==> config.mk <==
export PLATFORM = sky130hd
export DESIGN_NAME = booth_r4_seq_mul_flat
export DESIGN_NICKNAME = d
export VERILOG_FILES = /design/src/rtl/booth_r4_seq_mul_if.sv /design/src/rtl/booth_r4_seq_mul.sv /design/src/flat_wrapper.sv
export SDC_FILE = /design/constraint.sdc
export NUM_CORES = 1
export LEC_CHECK = 0
export ABC_AREA = 1
export CORE_UTILIZATION = 45
export CTS_CLUSTER_DIAMETER = 100
export DETAILED_ROUTE_END_ITERATION = 12
export PLACE_DENSITY_LB_ADDON = 0.25
export SYNTH_ARGS = -nofsm -noshare
export SYNTH_HDL_FRONTEND = slang
export SYNTH_SLANG_ARGS = --single-unit
==> constraint.sdc <==
create_clock -name clk -period 7.6 [get_ports clk]
set_input_delay 0.76 -clock clk [delete_from_list [all_inputs] [get_ports clk]]
set_output_delay 0.76 -clock clk [all_outputs]
set_load 0.01 [all_outputs]
==> src/rtl/booth_r4_seq_mul_if.sv <==
// Handshake and operand/result bundle for the iterative radix-4 Booth multiplier.
interface booth_r4_seq_mul_if #(
  parameter int WIDTH = 32
);
  logic               in_valid;
  logic               in_ready;
  logic [WIDTH-1:0]   mulcand;
  logic [WIDTH-1:0]   mulplier;
  logic               sign;
  logic               out_valid;
  logic               out_ready;
  logic [2*WIDTH-1:0] product;
  logic               busy;

  modport master (
    output in_valid, mulcand, mulplier, sign, out_ready,
    input  in_ready, out_valid, product, busy
  );

  modport slave (
    input  in_valid, mulcand, mulplier, sign, out_ready,
    output in_ready, out_valid, product, busy
  );
endinterface

==> src/rtl/booth_r4_seq_mul.sv <==
// Iterative radix-4 Booth multiplier: one Booth digit per cycle, one operation in flight.
// Optional macro BOOTH_EARLY_TERM_EN finishes as soon as the remaining multiplier digits are all zero.
module booth_r4_seq_mul #(
  parameter int WIDTH = 32
) (
  input  logic                 clk,
  input  logic                 rst,
  booth_r4_seq_mul_if.slave    bus
);
  localparam int N  = WIDTH / 2 + 1;
  localparam int IW = $clog2(N);
  localparam int PW = WIDTH + 3;

`ifdef BOOTH_EARLY_TERM_EN
  localparam bit EARLY_TERM = 1'b1;
`else
  localparam bit EARLY_TERM = 1'b0;
`endif

  typedef enum logic [1:0] {IDLE, RUN, DONE} state_t;

  state_t               state;
  logic [WIDTH+2:0]     mreg;
  logic [WIDTH+1:0]     mext;
  logic [2*WIDTH-1:0]   acc;
  logic [IW-1:0]        iter;
  logic                 out_valid_reg;
  logic                 busy_reg;
  logic [2*WIDTH-1:0]   product_reg;

  logic [PW-1:0]        mext_x;
  logic [PW-1:0]        pp;
  logic [2*WIDTH-1:0]   pp_ext;
  logic [2*WIDTH-1:0]   sum;
  logic                 early_done;
  logic                 ext_bit;

  assign bus.in_ready  = (state == IDLE) && !rst;
  assign bus.out_valid = out_valid_reg;
  assign bus.busy      = busy_reg;
  assign bus.product   = product_reg;

  assign ext_bit = bus.sign & bus.mulplier[WIDTH-1];

  // Booth digit select on the low triplet of the shifting multiplier.
  always_comb begin
    mext_x = {mext[WIDTH+1], mext};
    pp     = '0;
    case (mreg[2:0])
      3'b001, 3'b010: pp = mext_x;
      3'b011:         pp = mext_x << 1;
      3'b100:         pp = ~(mext_x << 1) + PW'(1);
      3'b101, 3'b110: pp = ~mext_x + PW'(1);
      default:        pp = '0;
    endcase
    pp_ext     = {{(2*WIDTH-PW){pp[PW-1]}}, pp};
    sum        = acc + (pp_ext << {iter, 1'b0});
    early_done = EARLY_TERM && ((mreg == '0) || (&mreg));
  end

  always_ff @(posedge clk) begin
    if (rst) begin
      state         <= IDLE;
      out_valid_reg <= 1'b0;
      busy_reg      <= 1'b0;
      product_reg   <= '0;
    end else begin
      case (state)
        IDLE: begin
          if (bus.in_valid) begin
            mreg     <= {ext_bit, ext_bit, bus.mulplier, 1'b0};
            mext     <= bus.sign ? {{2{bus.mulcand[WIDTH-1]}}, bus.mulcand}
                                 : {2'b00, bus.mulcand};
            acc      <= '0;
            iter     <= '0;
            busy_reg <= 1'b1;
            state    <= RUN;
          end
        end
        RUN: begin
          if (early_done) begin
            product_reg   <= acc;
            out_valid_reg <= 1'b1;
            state         <= DONE;
          end else begin
            acc  <= sum;
            mreg <= {mreg[WIDTH+2], mreg[WIDTH+2], mreg[WIDTH+2:2]};
            iter <= iter + IW'(1);
            if (iter == IW'(N - 1)) begin
              product_reg   <= sum;
              out_valid_reg <= 1'b1;
              state         <= DONE;
            end
          end
        end
        DONE: begin
          if (bus.out_ready) begin
            out_valid_reg <= 1'b0;
            busy_reg      <= 1'b0;
            state         <= IDLE;
          end
        end
        default: state <= IDLE;
      endcase
    end
  end
endmodule
==> src/flat_wrapper.sv <==
// flat-port wrapper written by rule: the top's interface ports become plain ports
module booth_r4_seq_mul_flat 
#(
  parameter int WIDTH = 32
)
  (clk, rst, bus_in_valid, bus_mulcand, bus_mulplier, bus_sign, bus_out_ready, bus_in_ready, bus_out_valid, bus_product, bus_busy);
  booth_r4_seq_mul_if #(.WIDTH(WIDTH)) bus_i ();
  input  logic clk;
  input  logic rst;
  input wire logic [$bits(bus_i.in_valid)-1:0] bus_in_valid;
  input wire logic [$bits(bus_i.mulcand)-1:0] bus_mulcand;
  input wire logic [$bits(bus_i.mulplier)-1:0] bus_mulplier;
  input wire logic [$bits(bus_i.sign)-1:0] bus_sign;
  input wire logic [$bits(bus_i.out_ready)-1:0] bus_out_ready;
  output wire logic [$bits(bus_i.in_ready)-1:0] bus_in_ready;
  output wire logic [$bits(bus_i.out_valid)-1:0] bus_out_valid;
  output wire logic [$bits(bus_i.product)-1:0] bus_product;
  output wire logic [$bits(bus_i.busy)-1:0] bus_busy;
  assign bus_i.in_valid = bus_in_valid;
  assign bus_i.mulcand = bus_mulcand;
  assign bus_i.mulplier = bus_mulplier;
  assign bus_i.sign = bus_sign;
  assign bus_i.out_ready = bus_out_ready;
  assign bus_in_ready = bus_i.in_ready;
  assign bus_out_valid = bus_i.out_valid;
  assign bus_product = bus_i.product;
  assign bus_busy = bus_i.busy;
  booth_r4_seq_mul #(.WIDTH(WIDTH)) u_core (.clk(clk), .rst(rst), .bus(bus_i));
endmodule
=== Word level (Yosys, flattened, before mapping) ===
Index checks and enable logic that the tools add are counted.

* Input bits: 69
* Word-level logic and storage cells: 63
* Register bits after elaboration: 205
* Output and inout bits: 67

* Shifts and indexed selects: 1
* Muxes and demuxes: 16
* Reductions and logical operators: 15
* Bitwise logic cells: 5
* Add/sub/neg operators: 4
* Equality and inequality tests: 12

{| class="wikitable"
|+ Operators by type and width
! operator !! count
|-
| $pmux W35 S4 || 1
|-
| $pmux W64 S2 || 1
|-
| $add A35 B1 Y35 const B || 2
|-
| $not A35 Y35 || 2
|-
| $pmux W35 S2 || 1
|-
| $add A64 B64 Y64 || 1
|-
| $mux W64 || 1
|-
| $shl A64 B6 Y64 || 1
|-
| $mux W35 || 1
|-
| $reduce_and A3 Y1 || 5
|-
| $pmux W5 S2 || 1
|-
| $eq A3 B3 Y1 const B || 3
|-
| $eq A3 B2 Y1 const B || 2
|-
| $mux W2 || 3
|-
| $pmux W2 S3 || 1
|-
| $reduce_bool A2 Y1 || 3
|-
| $add A5 B1 Y5 const B || 1
|-
| $eq A5 B5 Y1 const B || 1
|-
| $mux W5 || 1
|-
| $ne A2 B2 Y1 const B || 2
|-
| $pmux W1 S2 || 2
|-
| $reduce_and A4 Y1 || 1
|-
| $reduce_or A2 Y1 || 2
|-
| $eq A3 B1 Y1 const B || 1
|-
| 10 further kinds || 13
|}

=== Depth between registers and ports, before layout ===
* Depth in word-level cells: 6
* Gate-level depth with buffers: 36
* Depth with buffers taken out: 36

=== Least setup slack after synthesis ===
Ideal clock, no wire load.

* Path kind: input to register
* Start point: input rst
* End point: register u_core.state[0]
* Cell stages on the path: 5
* Slack: 0.947 ns
* Library setup time: 0.080 ns
* Data required time: 7.520 ns
* Buffers on the path: 0
* Arrival time: 6.574 ns
* Cells stage by stage: inv_1 nand2_1 a21oi_1 o21ai_0 inv_1

{| class="wikitable"
|+ RTL lines
! item !! line !! RTL
|-
| from (decl) || flat_wrapper.sv:9 || <nowiki>input logic rst;</nowiki>
|-
| to (signal assigned) || booth_r4_seq_mul.sv:63 || <nowiki>state <= IDLE;</nowiki>
|-
| to (signal assigned) || booth_r4_seq_mul.sv:77 || <nowiki>state <= RUN;</nowiki>
|-
| to (signal assigned) || booth_r4_seq_mul.sv:84 || <nowiki>state <= DONE;</nowiki>
|-
| to (decl) || booth_r4_seq_mul.sv:22 || <nowiki>state_t state;</nowiki>
|}

=== Worst setup path in the final report ===
* Start point: register u_core.iter[0]
* End point: register u_core.acc[60], data pin

* Word-level cells in the longest chain between the ends: 3

{| class="wikitable"
|+ RTL lines
! item !! line !! RTL
|-
| from (decl) || booth_r4_seq_mul.sv:26 || <nowiki>logic [IW-1:0] iter;</nowiki>
|-
| from (signal assigned) || booth_r4_seq_mul.sv:88 || <nowiki>iter <= iter + IW'(1);</nowiki>
|-
| $shl A64 B6 Y64 || booth_r4_seq_mul.sv:57 || <nowiki>sum = acc + (pp_ext << {iter, 1'b0});</nowiki>
|-
| $add A64 B64 Y64 || booth_r4_seq_mul.sv:57 ||
|-
| $pmux W64 S2 || booth_r4_seq_mul.sv:68 || <nowiki>case (state)</nowiki>
|-
| to (signal assigned) || booth_r4_seq_mul.sv:86 || <nowiki>acc <= sum;</nowiki>
|-
| to (decl) || booth_r4_seq_mul.sv:25 || <nowiki>logic [2*WIDTH-1:0] acc;</nowiki>
|}

Every way passes these cells.
A chain may end at the register's enable or synchronous reset.

==> metrics.cfg <==
[timing]
max_freq_ghz=0.161
relSlewSlack=0.264
rsz0062_at_grt=false
setup_violations=0
max_slew.worst_pin.slew_ps=1090
finalSetupTns_ps=0
skew_ps=13.8
fin_crit_ps=6220
period_share=0.819
hold_viol=0
drv_slew=0

[worst_setup_path]
slowest_delay_ps=1060
end_kind=register
arrival_ps=6520
cpMostUsedCell=nand2_1
cp.required_ps=7890
cp_top_family=simple AND/OR/NAND/NOR gates
cpMaxStageDelayCell=edfxtp_1
crit_chain=inv_1 -> nand2_1 -> nand2_1 -> nand2_1 -> o21ai_0 -> o21ai_0 -> nand2_1 -> o21ai_1 -> nor2_1 -> ha_1 -> nand2_1 -> nor2_1 -> nand2_1 -> nor4_1 -> nand3_1 -> nand3_1 -> nand2_1 -> o211ai_1 -> nand2_1 -> nand3_1 -> xor2_1 -> nor2_1
worst-path-max-fanout=34
crit_type=reg2reg
start_kind=register
path_buf_inv=1

[clock_network]
worstSkewPairLatency_ps=580
htreeDepth=1
cts_num_sinks=205
clockBufferDepth=3
cts-hold-fix-buffers=0
cts_tree=done
cts_made_buffers=27
cts_root_buf=clkbuf_16
clk_pin_slew_ps=60
post_cts_buffers=0
cts_resized=0

[grt]
grt_overflow=0
grt_pass1_wl_mm=87.7
grt_max_degree=88
track_usage=0.320
grt_pass1_vias=15100
antenna_found_initial=1

[placement]
dpl.hpwl_mm=44.7
port-buffer-count=135
post_dp_cell_area_mm2=0.0175
place.gp.congestion=1.01
dp_cells=2795

[cells_and_area]
areaGrowthSynthToFinish_pct=16.4
antenna-diode-count=0
stdcell_count=2845
final_util=0.532
fin_area_mm2=0.0184
nNetsFinal=2505
layout-drive-gt1-share=0.0615

[drt]
vias=16000
avgViaCountPerCell=5.62
detail_route.iter0.violations=1660
ant_nets=0
wl_mm=57.4
drc=0
wl_per_cell_um=20.2
first_pass_iters=6

[status]
status=complete, no violations

[floorplanning]
initial_utilization=0.457
die_x_um=189
io_pins=136
die_area_mm2=0.0359
die_h_um=189
rows=68
core_mm2=0.0345

[min_path]
hold_class=reg2reg

[yosys]
syn_area_per_cell_um2=6.95
ys_seq_area_frac=0.347
yosys_warnings=0
synth-edff-count=137
ys.flop_type=edfxtp_1
syn_area_mm2=0.0158
netlist_instances=2274
async_flop_share=0
synth_cell_types=55
ys_seq_elements=205
syn-num-nets=2410

[job]
cap_violations=0

[power_and_ir_drop]
p_per_area_mw_per_mm2=209
vdd_ir_drop_max_mv=0.182
power.leakage_nw=8.09

[synth_stat cells, drive strengths merged (10+ instances only)]
cell / n / share of area
a21o: 20 / 0.0095
a21oi: 129 / 0.041
a31oi: 32 / 0.013
buf: 23 / 0.0075
clkbuf: 65 / 0.015
dfxtp: 68 / 0.086
edfxtp: 137 / 0.26
ha: 66 / 0.052
inv: 271 / 0.064
mux2i: 11 / 0.0070
nand2: 608 / 0.15
nand3: 162 / 0.053
nand4: 19 / 0.0075
nor2: 275 / 0.073
nor3: 21 / 0.0073
o2111ai: 10 / 0.0055
o211ai: 39 / 0.019
o21a: 16 / 0.0076
o21ai: 148 / 0.048
o22ai: 14 / 0.0055
or2: 26 / 0.010
xnor2: 32 / 0.018
xor2: 27 / 0.015
[layout by cell type, fill, tap and decap left out, types with 4 or more instances in the layout]
| cell type | netlist | final |
|---|---|---|
| and3_1 | 4 | 4 |
| nand2_2 | 16 | 16 |
| nand2_1 | 589 | 589 |
| dfxtp_1 | 68 | 68 |
| clkinv_2 | 0 | 7 |
| inv_1 | 268 | 267 |
| o2111ai_1 | 10 | 10 |
| or2_2 | 21 | 21 |
| nor4_1 | 6 | 6 |
| buf_4 | 4 | 18 |
| a21boi_0 | 5 | 5 |
| edfxtp_1 | 137 | 137 |
| mux2i_1 | 11 | 11 |
| or2_1 | 5 | 5 |
| o21ai_0 | 117 | 117 |
| o211ai_1 | 39 | 39 |
| o22ai_1 | 14 | 14 |
| o21bai_1 | 8 | 8 |
| o21a_1 | 16 | 16 |
| xor2_1 | 27 | 27 |
| ha_1 | 66 | 66 |
| a21oi_1 | 129 | 128 |
| nand3_2 | 6 | 6 |
| nor2_4 | 10 | 11 |
| nand4_1 | 19 | 19 |
| inv_2 | 3 | 4 |
| a31oi_1 | 32 | 32 |
| xnor2_1 | 32 | 32 |
| nand3b_1 | 8 | 8 |
| o21ai_2 | 4 | 4 |
| o21ai_1 | 27 | 27 |
| clkbuf_16 | 0 | 27 |
| nor2_2 | 11 | 12 |
| nor2_1 | 253 | 251 |
| clkdlybuf4s50_1 | 0 | 135 |
| clkinv_1 | 3 | 7 |
| a21o_1 | 20 | 20 |
| nand3_1 | 156 | 156 |
| nor3_1 | 19 | 18 |
[final cells by class]
cell class,count,area [µm²]
multi-input combinational,1707,8950
inverter,274,1030
fill,3428,16200
timing repair buffer,154,1510
sequential,205,5480
clock buffer,30,687
clock inverter,20,165
tap,455,569
[tightest hold or removal path, delay by kind of cell, from the launching register on]
family	cells	cell delay (ps)
DFF	1	310
and+or+nand+nor	1	60
AOI/OAI and AO/OA	1	50
[path summary, 6_finish.rpt]
kind / cells past startpoint / to / slack, ps / startpoint
worst max-delay path: 22 / u_core.acc[60] / 1380 / u_core.iter[0]
worst min-delay path: 2 / u_core.bus.product[2] / 460 / u_core.bus.product[2]
worst max register to register: 22 / u_core.acc[60] / 1380 / u_core.iter[0]
worst min register to register: 2 / u_core.bus.product[2] / 460 / u_core.bus.product[2]
[power by group]
| group | internal (mW) | switching, mW |
|---|---|---|
| Clock | 0.698 | 0.555 |
| Sequential | 1.28 | 0.0375 |
| Combinational | 0.400 | 0.884 |
[cells by family after synthesis]
| kind of cell | synth area share |
|---|---|
| and+or+nand+nor | 0.309 |
| AOI/OAI and AO/OA | 0.163 |
| buffers and inverters | 0.0881 |
| DFF | 0.347 |
| adders and majority gates | 0.0535 |
| xor gates and xnor gates | 0.0327 |
| muxes | 0.00697 |
[through the flow]
stage / power, mW / worst slack, ps / hold slack (ps)
final: 3.85 / 1380 / 465
after global routing: 4.03 / 971 / 473
after CTS: 3.84 / 1580 / 462
after detailed placement: 2.58 / 1600 / 454
after global placement: 2.59 / 1510 / 453
after floorplan: 2.16 / 947 / 486
[routing by layer]
metal	GRT usage	part of all wire	vias up
met2	0.480	0.42	652
met4	0.0748	0.026	0
li1	-	-	7787
met5	0	0	-
met3	0.0780	0.093	82
met1	0.459	0.47	7454
No activity file was read; power rests on OpenSTA's default activity.
